[src/rtl/int_mul_seq.sv]
// Sequential shift-add integer multiplier for MUL / MULH / MULHSU / MULHU.
// Latency: WIDTH CALC cycles + FIX + DONE, so o_valid rises WIDTH+2 edges after accept.
// Backpressure: the result is held in DONE until i_ready; o_ready is low in CALC and FIX.
//
// Ports:
//   i_clk, i_rst          clock, synchronous active-high reset
//   i_valid / o_ready     request handshake (accept on i_valid && o_ready)
//   i_op                  00 MUL, 01 MULH, 10 MULHSU, 11 MULHU
//   i_a, i_b              rs1, rs2 operands
//   o_valid / i_ready     result handshake (taken on o_valid && i_ready)
//   o_result              selected half of the signed/unsigned product
//
// Optional feature: define INT_MUL_SEQ_EARLY_EXIT_EN to leave CALC as soon as
// the remaining multiplier bits are all zero (minimum one CALC cycle).
module int_mul_seq #(
    parameter int WIDTH = 32
) (
    input  logic             i_clk,
    input  logic             i_rst,
    input  logic             i_valid,
    output logic             o_ready,
    input  logic [1:0]       i_op,
    input  logic [WIDTH-1:0] i_a,
    input  logic [WIDTH-1:0] i_b,
    output logic             o_valid,
    input  logic             i_ready,
    output logic [WIDTH-1:0] o_result
);

    localparam int CW = $clog2(WIDTH);

    typedef enum logic [1:0] {
        IDLE = 2'd0,
        CALC = 2'd1,
        FIX  = 2'd2,
        DONE = 2'd3
    } state_t;

    state_t               state_q;
    state_t               state_d;
    logic [1:0]           op_q;
    logic                 sign_q;
    logic [2*WIDTH-1:0]   acc_q;
    logic [2*WIDTH-1:0]   mcand_q;
    logic [WIDTH-1:0]     mplier_q;
    logic [CW-1:0]        cnt_q;

    logic                 accept;
    logic                 calc_last;
    logic                 a_signed;
    logic                 b_signed;
    logic                 neg_a;
    logic                 neg_b;
    logic [WIDTH-1:0]     mag_a;
    logic [WIDTH-1:0]     mag_b;
    logic                 prod_sign;
    logic [2*WIDTH-1:0]   acc_fix;
    logic [WIDTH-1:0]     fix_result;

    // Operand conditioning. The most negative value maps to 2^(WIDTH-1),
    // which still fits in WIDTH unsigned bits.
    always_comb begin
        a_signed  = (i_op != 2'b11);
        b_signed  = ~i_op[1];
        neg_a     = a_signed & i_a[WIDTH-1];
        neg_b     = b_signed & i_b[WIDTH-1];
        mag_a     = neg_a ? (~i_a + WIDTH'(1)) : i_a;
        mag_b     = neg_b ? (~i_b + WIDTH'(1)) : i_b;
        // A zero magnitude forces a positive sign so a zero product never
        // gets negated into something other than zero.
        prod_sign = (neg_a ^ neg_b) && (mag_a != '0) && (mag_b != '0);
    end

`ifdef INT_MUL_SEQ_EARLY_EXIT_EN
    // Stop once the multiplier is about to shift to zero; the counter bound
    // still caps the loop at WIDTH cycles.
    assign calc_last = (cnt_q == CW'(WIDTH - 1)) || (mplier_q[WIDTH-1:1] == '0);
`else
    assign calc_last = (cnt_q == CW'(WIDTH - 1));
`endif

    // Sign fix-up and half selection for the FIX cycle.
    always_comb begin
        acc_fix    = sign_q ? (~acc_q + (2*WIDTH)'(1)) : acc_q;
        fix_result = (op_q == 2'b00) ? acc_fix[WIDTH-1:0] : acc_fix[2*WIDTH-1:WIDTH];
    end

    // Next-state and handshake outputs.
    always_comb begin
        state_d = state_q;
        o_ready = 1'b0;
        o_valid = 1'b0;
        case (state_q)
            IDLE: begin
                o_ready = 1'b1;
                if (i_valid) begin
                    state_d = CALC;
                end
            end
            CALC: begin
                if (calc_last) begin
                    state_d = FIX;
                end
            end
            FIX: begin
                state_d = DONE;
            end
            DONE: begin
                o_valid = 1'b1;
                // Taking the result frees the unit in the same cycle, so a
                // new request can be accepted without an IDLE bubble.
                o_ready = i_ready;
                if (i_ready) begin
                    state_d = i_valid ? CALC : IDLE;
                end
            end
            default: begin
                state_d = IDLE;
            end
        endcase
        accept = i_valid && o_ready;
    end

    always_ff @(posedge i_clk) begin
        if (i_rst) begin
            state_q  <= IDLE;
            op_q     <= 2'b00;
            sign_q   <= 1'b0;
            acc_q    <= '0;
            mcand_q  <= '0;
            mplier_q <= '0;
            cnt_q    <= '0;
            o_result <= '0;
        end else begin
            state_q <= state_d;
            if (accept) begin
                op_q     <= i_op;
                sign_q   <= prod_sign;
                acc_q    <= '0;
                mcand_q  <= {{WIDTH{1'b0}}, mag_a};
                mplier_q <= mag_b;
                cnt_q    <= '0;
            end else begin
                case (state_q)
                    CALC: begin
                        if (mplier_q[0]) begin
                            acc_q <= acc_q + mcand_q;
                        end
                        mcand_q  <= mcand_q << 1;
                        mplier_q <= mplier_q >> 1;
                        cnt_q    <= cnt_q + CW'(1);
                    end
                    FIX: begin
                        o_result <= fix_result;
                    end
                    default: begin
                    end
                endcase
            end
        end
    end

endmodule

[config.mk]
export PLATFORM = sky130hd
export DESIGN_NAME = int_mul_seq
export DESIGN_NICKNAME = d
export VERILOG_FILES = /design/src/rtl/int_mul_seq.sv
export SDC_FILE = /design/constraint.sdc
export NUM_CORES = 1
export LEC_CHECK = 0
export ABC_AREA = 0
export CAP_MARGIN = 20
export CORE_MARGIN = 2
export CORE_UTILIZATION = 55
export CTS_CLUSTER_DIAMETER = 40
export DETAILED_ROUTE_END_ITERATION = 12
export DONT_BUFFER_PORTS = 1
export PLACE_DENSITY_LB_ADDON = 0.25
export SYNTH_ARGS = -nofsm -noshare
export SYNTH_HDL_FRONTEND = slang
export SYNTH_SLANG_ARGS = --single-unit
[constraint.sdc]
create_clock -name i_clk -period 7.65 [get_ports i_clk]
set_input_delay 0.765 -clock i_clk [delete_from_list [all_inputs] [get_ports i_clk]]
set_output_delay 0.765 -clock i_clk [all_outputs]
set_load 0.05 [all_outputs]
==> flow_metrics.tcl <==
set metrics [dict create \
    status "finished, violations left" \
    violations "DRC" \
    cp-end-kind "flop" \
    power_density_mw_per_mm2 311 \
    grt_setup_unrepaired "false" \
    vias 13663 \
    ctsResizeCount 0 \
    vias_per_cell 6.19 \
    cts_root_buffer "clkbuf_16" \
    wl_per_cell_um 18.3 \
    die_width_um 167 \
    crit_fanout 7 \
    p_comb_share_pct 38.3 \
    cts_setup_buffers 0 \
    clk_pin_slew_worst_paths_ns 0.06 \
    fin_crit_ns 3.88 \
    synth.avg_cell_area_sq_um 7.65 \
    async_flop_share_pct 0 \
    drcViolationCount 5 \
    ys_types 72 \
    synth-main-ff-cell "dfxtp_1" \
    setup_viol 0 \
    worstSetupPathType "reg -> reg" \
    syn_nets 2062 \
    maxSlewViolCount 0 \
    clock_sinks 202 \
    fin_skew_ns 0.0201 \
    final_cell_mix "229 x nand2_1, 201 x dfxtp_1, 199 x nor2_1" \
    fin_tns_setup_ns 0 \
    hold_ws_ns 0.334 \
    start_util_pct 56.1 \
    drive_gt1_share_pct 5.50 \
    dp_hpwl_mm 29.3 \
    layout.nets 1990 \
    p_leak_uw 0.00642 \
    worstPathRequired_ns 8.04 \
    cts_hold_buf 0 \
    intPower_uw 2960 \
    grt_max_degree 104 \
    dieArea_sq_mm 0.0280 \
    clkLatencyLatePin_ns 0.51 \
    fp.coreArea_sq_mm 0.0261 \
    gp_routability_congestion 0.941 \
    hp-class "in -> reg" \
    ys_seq_area_share_pct 27.6 \
    clockBufferDepth 3 \
    die_y_um 167 \
    cp_slowest_cell "a211oi_1" \
    mostFrequentLayoutCell "nand2_1" \
    grt_pass1_vias 12813 \
    gr-total-overflow 0 \
    synth_area_sq_mm 0.0147 \
    io_pins 104 \
    drtPass1Iterations 9 \
    startpoint_type "flop" \
    synth_seq_cells 202 \
    cts_made_buffers 37 \
    synth_enable_flop_cells 0 \
    fill_cells 2381 \
    switchingPower_uw 1990 \
    worst_pin_slew_ns 1.03 \
    maxCapViolCount 0 \
    path_common_cell "a21oi_1" \
    diodes 0 \
    syn-instance-count 1917 \
    pwr-share-seq_pct 29.4 \
    vdd_drop_max_v 0.000549 \
    rows 59 \
    cp.arrival_ns 4.28 \
    fmax_mhz 258 \
    grt_first_pass_wirelength_mm 65.6 \
    numPortBuffers 0 \
    power.share.switching_pct 40.2 \
    report.final.hold_viol_count 0 \
    pwr-share-clk_pct 32.3 \
    initialDrtViolationCount 1077 \
    areaGrowthSynthToFinish_pct 8.92 \
    ant_nets 0 \
    slew_headroom_pct 30.8 \
    fin_crit_sh_pct 50.8 \
    cts_tree "built" \
    antenna_found_initial 0 \
    wirelength_mm 40.3 \
    cpPeakStageDelay_ns 0.45 \
    htree_levels 2 \
    grtUsageTotal_pct 28.1 \
    yosys_warnings 0 \
    crit_chain "ha_1, fa_1, a21oi_1, o21ai_0, a22oi_1, a311oi_1, a211o_1, a211oi_1, o21ba_2, a21oi_1, a21boi_0, mux2i_1, nand2_1" \
]
-- power groups by stage --
stage | Clock (uW) | Sequential (uW) | Combinational, uW
global placement | 0 | 1470 | 1840
finish | 1600 | 1460 | 1900
detailed placement | 0 | 1480 | 1870
global route | 1680 | 1480 | 2090
floorplan | 0 | 1400 | 1570
CTS | 1630 | 1460 | 1880
-- sequential cells by signal (all words and copies together), names as in the netlist --
register and count:
mplier_q 32, acc_q 64, cnt_q 5, state_q 2
op_q 2, sign_q 1, o_result 32, mcand_q 64
-- stage by stage --
stage / cell area [sq um] / setup WS [ns] / total power [uW] / util, % / std cells
after detailed placement: 14700 / 3.87 / 3340 / 56.4 / 2140
after global placement: 14700 / 3.93 / 3310 / 56.4 / 2140
after global routing: 16000 / 3.51 / 5240 / 61.1 / 2208
after CTS: 16000 / 3.80 / 4960 / 61.1 / 2207
after floorplan: 14700 / 4.18 / 2970 / - / 1917
final: 16000 / 3.77 / 4960 / 61.1 / 2208
-- worst max-delay path: cells and delay by family (launching register included) --
kind,cells,cell delay (ns)
flip-flops,1,0.36
multiplexers,1,0.23
adder cells (fa/ha/maj),2,0.65
AND/OR/NAND/NOR,1,0.06
AO/OA/AOI/OAI,9,2.46
-- final timing paths --
check / depth (start not counted) / slack (ns) / start / endpoint
max: 13 / 3.77 / acc_q[0] / acc_q[56]
min: 1 / 0.33 / i_rst / state_q[1]
max reg2reg: 13 / 3.77 / acc_q[0] / acc_q[56]
min reg2reg: 2 / 0.50 / mplier_q[31] / mplier_q[31]
-- metal layers --
layer  vias to the layer above  GRT usage (%)  share of wire [%]
li1                       6814              -                  -
met1                      6273           39.3                 46
met2                       507           44.7                 44
met3                        69           4.70                7.3
met4                         0           8.17                2.6
met5                         -              0                  0
-- cell usage after synthesis (6+ instances only) --
library cell / instances / share of area [%]
nand2_1: 231 / 5.9
dfxtp_1: 202 / 28
nor2_1: 200 / 5.1
a21oi_1: 189 / 6.5
clkbuf_1: 111 / 2.8
mux2i_1: 95 / 6.5
xnor2_1: 95 / 5.7
o21ai_0: 81 / 2.8
a211oi_1: 80 / 4.1
ha_1: 74 / 6.3
xor2_1: 68 / 4.1
nand3_1: 47 / 1.6
a21o_1: 37 / 1.9
nor3_1: 37 / 1.3
inv_1: 33 / 0.84
o211ai_1: 31 / 1.6
and3_1: 26 / 1.1
o31ai_1: 26 / 1.3
nor4_1: 17 / 0.73
o21bai_1: 17 / 0.87
a31oi_1: 15 / 0.64
or3_1: 15 / 0.64
nand4_1: 14 / 0.60
nor2b_1: 13 / 0.55
or4_1: 11 / 0.56
buf_1: 10 / 0.26
o41ai_1: 10 / 0.60
nand2b_1: 9 / 0.38
and2_1: 8 / 0.34
nand3b_1: 8 / 0.41
a21boi_0: 7 / 0.36
nor3b_1: 7 / 0.36
a221oi_1: 6 / 0.36
o21a_1: 6 / 0.31
or2_2: 6 / 0.26
-- area by class of cell --
cell class	instances	area, sq um	share of cell area [%]
multi-input cells	1557	10000	62.9
flip-flops and latches	202	4050	25.3
clock buffers	48	1030	6.45
well taps	335	419	2.62
clock inverters	19	193	1.21
inverters	33	124	0.776
repair buffers	14	113	0.705
-- cell families (layout without fill, tap and decap cells) --
family / count (synthesis) / after routing / share of synthesized area (%)
simple gates: 669 / 669 / 21.2
compound gates: 554 / 554 / 24.3
flops: 202 / 202 / 27.6
xor+xnor: 163 / 163 / 9.74
buf+inv: 158 / 114 / 4.16
mux: 96 / 96 / 6.56
fa+ha+maj: 75 / 75 / 6.45
No activity file was read; power rests on OpenSTA's default activity.
==> RTL change 1 (config.mk and constraints unchanged) <==
`WIDTH`: 32 -> 16.
--- a/src/rtl/int_mul_seq.sv
+++ b/src/rtl/int_mul_seq.sv
@@ -13,7 +13,7 @@
 // Optional feature: define INT_MUL_SEQ_EARLY_EXIT_EN to leave CALC as soon as
 // the remaining multiplier bits are all zero (minimum one CALC cycle).
 module int_mul_seq #(
-    parameter int WIDTH = 32
+    parameter int WIDTH = 16
 ) (
     input  logic             i_clk,
     input  logic             i_rst,
Ports: changed (resized i_a, i_b and o_result); port bits go from 104 to 56. No check against the original RTL was run, so the function may have changed too.
==> RTL change 1 against the unedited design <==
Area after synthesis shrank 48%. Non-clock buffer count shrank 4. Maximum frequency grew 13%. Utilization shrank 1.7 points. Worst setup slack gained 460 ps. Worst hold slack gained 130 ps. Sequential cell count shrank 97. Cell area shrank 50%. Via count shrank 49%. First-iteration DRC count shrank 53%. Wire length shrank 53%. Power shrank 55%.
==> RTL change 1: results (changes against the unedited design) <==
Seq/Total Area, Yosys = 27.8% (+0.23 points)
max incr delay on CP = 770 ps (+320 ps)
multiplexer share of the synthesized area = 6.95% (+0.39 points)
Synth Area in XOR/XNOR = 6.72% (-3.0 points)
first-pass GRT wire length = 31400 um (-52%)
Layout Nets = 1024 (-49%)
Post-Synth Adder-Cell Area = 7.05% (+0.60 points)
number of clock buffers in the layout = 9 (-81%)
maximum clock insertion buffer count = 2 (-1)
Seq. cell area = 2100 um2 (-48%)
total number of vias = 7034 (-49%)
CTS sink count = 105 (-48%)
synth unique cells = 77 (+6.9%)
DRT iter0 DRCs = 510 (-53%)
Worst VDD drop = 0.225 mV (-59%)
total power = 2.25 mW (-55%)
vias in the first global route = 6406 (-50%)
Leak = 3.15 nW (-51%)
met3 Track Usage GR = 3.99% (-0.71 points)
routing usage on met1 = 37.9% (-1.4 points)
largest net degree at the start of global routing = 57 (-45%)
clock insertion delay at the later pin of the skew report = 360 ps (-150 ps)
Avg WL per Cell = 16.9 um (-7.3%)
H-tree depth = 3 (+1)
Total GRT Usage = 26.4% (-1.7 points)
Clk network pwr share = 21.4% (-11 points)
comb_multi_in = 795 (-49%)
outcome = finished, final reports clean
Seq. pwr = 0.747 mW (-49%)
most common library cells after synthesis = nand2_1, nor2_1, dfxtp_1, a21oi_1, mux2i_1
clk tree area frac = 3.84% (-3.8 points)
Layout non-clock buf frac = 1.03% (+0.32 points)
pre-CTS setup slack = 4270 ps (+402 ps)
Syn Area/Cell = 7.73 um2 (+1.1%)
switching fraction of total power = 43.1% (+2.9 points)
Finished Layout Cells = 1125 (-49%)
Post-route DRC = 0 (-5)
FILL cells = 1280 (-46%)
area post-placement = 7610 um2 (-48%)
## RTL change 1: worst paths after layout
kind / startpoint / depth (start not counted) / to / slack (ps)
max reg2reg: state_q[0]$_SDFFE_PP0P_ / 8 / o_result[5]$_SDFFE_PP0P_ / 4230
min: i_rst / 1 / o_result[9]$_SDFFE_PP0P_ / 460
min reg2reg: op_q[0]$_SDFFE_PP0P_ / 2 / op_q[0]$_SDFFE_PP0P_ / 470
max: state_q[0]$_SDFFE_PP0P_ / 8 / o_result[5]$_SDFFE_PP0P_ / 4230
## RTL change 1: metal layers
layer,share of wire (%),vias up,routed length (um)
met4,1.7,0,327
met5,0,-,0
met3,4.8,29,909
met2,45,186,8530
li1,-,3501,-
met1,49,3318,9280
## RTL change 1: worst max-delay path: cells and delay by family (launching register included)
| family | cells | cell delay [ps] |
|---|---|---|
| fa+ha+maj | 1 | 540 |
| flops | 1 | 370 |
| buf+inv | 1 | 330 |
| simple gates | 4 | 1610 |
| compound gates | 2 | 450 |
==> RTL change 2 (same flow settings) <==
Without the edit above. The 4 states of `state_t` get a one-hot encoding in 4 bits.
--- a/src/rtl/int_mul_seq.sv
+++ b/src/rtl/int_mul_seq.sv
@@ -29,11 +29,11 @@
 
     localparam int CW = $clog2(WIDTH);
 
-    typedef enum logic [1:0] {
-        IDLE = 2'd0,
-        CALC = 2'd1,
-        FIX  = 2'd2,
-        DONE = 2'd3
+    typedef enum logic [3:0] {
+        IDLE = 4'b0001,
+        CALC = 4'b0010,
+        FIX  = 4'b0100,
+        DONE = 4'b1000
     } state_t;
 
     state_t               state_q;
Behaviour: no difference found for any inputs over 10 cycles, from zero or initial values and one cycle with i_rst high; not proved beyond that.
==> RTL change 2 against the unedited design <==
Worst setup slack got worse by 38 ps. Non-clock buffer count decreased by 1. Wire length increased by 12%. Worst hold slack got worse by 18 ps. Cell area increased by 1.9%. Sequential cell count increased by 2. First-iteration DRC count increased by 34%. Area after synthesis increased by 2.0%.
Power is not compared: it rests on default switching activity, and its combinational part moved more than twofold at a synthesized area within 25%.
==> RTL change 2: results (changes against the unedited design) <==
outcome = finished, final reports clean
crit path max fanout = 20 (+13)
Layout Nets = 2111 (+6.1%)
most common library cells after synthesis = nand2_1, dfxtp_1, a21oi_1, nor2_1, clkbuf_1
Synth Area in XOR/XNOR = 8.90% (-0.84 points)
Max Clock Skew = 17.4 ps (-2.72 ps)
Avg WL per Cell = 19.2 um (+5.4%)
dominant cells by area after synthesis = dfxtp_1, nand2_1, a21oi_1, ha_1, xor2_1
max incr delay on CP = 960 ps (+510 ps)
Warnings, synthesis = 0 (unchanged)
Slew HR = 23.3% (-7.6 points)
compound-cell area share of the yosys netlist = 27.1% (+2.8 points)
Post-Synth Adder-Cell Area = 5.99% (-0.46 points)
CTS buffer count = 36 (-2.7%)
routability congestion estimate = 0.991 (+5.2%)
Syn Nets = 2197 (+6.5%)
fraction of layout cells with a size suffix above 1 = 5.86% (+0.36 points)
drt total wl = 45000 um (+12%)
Reg clk slew, reported paths = 50 ps
PortBufs = 0 (unchanged)
Routed met3 length = 3430 um (+17%)
vias in the first global route = 14000 (+9.3%)
DR pass1 iterations = 5 (-4)
data arrival time of the worst path = 4310 ps (+30 ps)
CP max-delay cell = a211oi_2
FILL cells = 2425 (+1.8%)
top sig layer = met4
Total GRT Usage = 30.9% (+2.8 points)
clock insertion delay at the later pin of the skew report = 510 ps (about the same)
pre-CTS setup slack = 3520 ps (-342 ps)
multiplexer share of the synthesized area = 0.493% (-6.1 points)
Leak = 6.29 nW
M2 GR Usage = 50.1% (+5.4 points)
largest net degree at the start of global routing = 99 (-4.8%)
Seq/Total Area, Yosys = 27.3% (-0.28 points)
Post-route DRC = 0 (-5)
wl on met1 = 19300 um (+4.4%)
total power = 3.26 mW
area post-placement = 15000 um2 (+1.7%)
met3 Track Usage GR = 6.69% (+2.0 points)
Inst Count DP = 2271 (+6.1%)
antenna violations before repair = 0 (unchanged)
routing usage on met1 = 39.7% (+0.37 points)
vias per std cell = 6.40 (+3.5%)
synth unique cells = 81 (+13%)
first-pass GRT wire length = 72400 um (+10%)
DRT iter0 DRCs = 1438 (+34%)
Post-DP HPWL = 32700 um (+12%)
Routed met2 length = 20200 um (+13%)
Syn Area/Cell = 7.28 um2 (-4.9%)
share of flip-flops with an asynchronous set or reset = 0% (unchanged)
# diodes = 0 (unchanged)
## RTL change 2: final timing paths
check	startpoint	end	slack, ps	depth (start not counted)
setup / recovery	state_q[0]$_SDFFE_PP1P_	acc_q[60]$_SDFFE_PP0P_	3730	8
hold / removal	i_rst	o_result[7]$_SDFFE_PP0P_	320	1
setup reg to reg	state_q[0]$_SDFFE_PP1P_	acc_q[60]$_SDFFE_PP0P_	3730	8
hold reg to reg	mplier_q[11]$_SDFFE_PP0P_	mplier_q[11]$_SDFFE_PP0P_	470	2
## RTL change 2: cell type report
type | count | area (um2) | share of cell area (%)
clock buffer | 41 | 971 | 5.97
clock inverter | 25 | 283 | 1.74
inverter | 25 | 93.8 | 0.577
multi-input combinational | 1690 | 10300 | 63.2
sequential | 204 | 4090 | 25.1
tap | 341 | 427 | 2.62
timing repair buffer | 13 | 121 | 0.746
## RTL change 2: critical path, delay by kind of cell (launching register included)
family	cells	cell delay, ps
compound gates	2	1080
simple gates	6	2220
flops	1	480
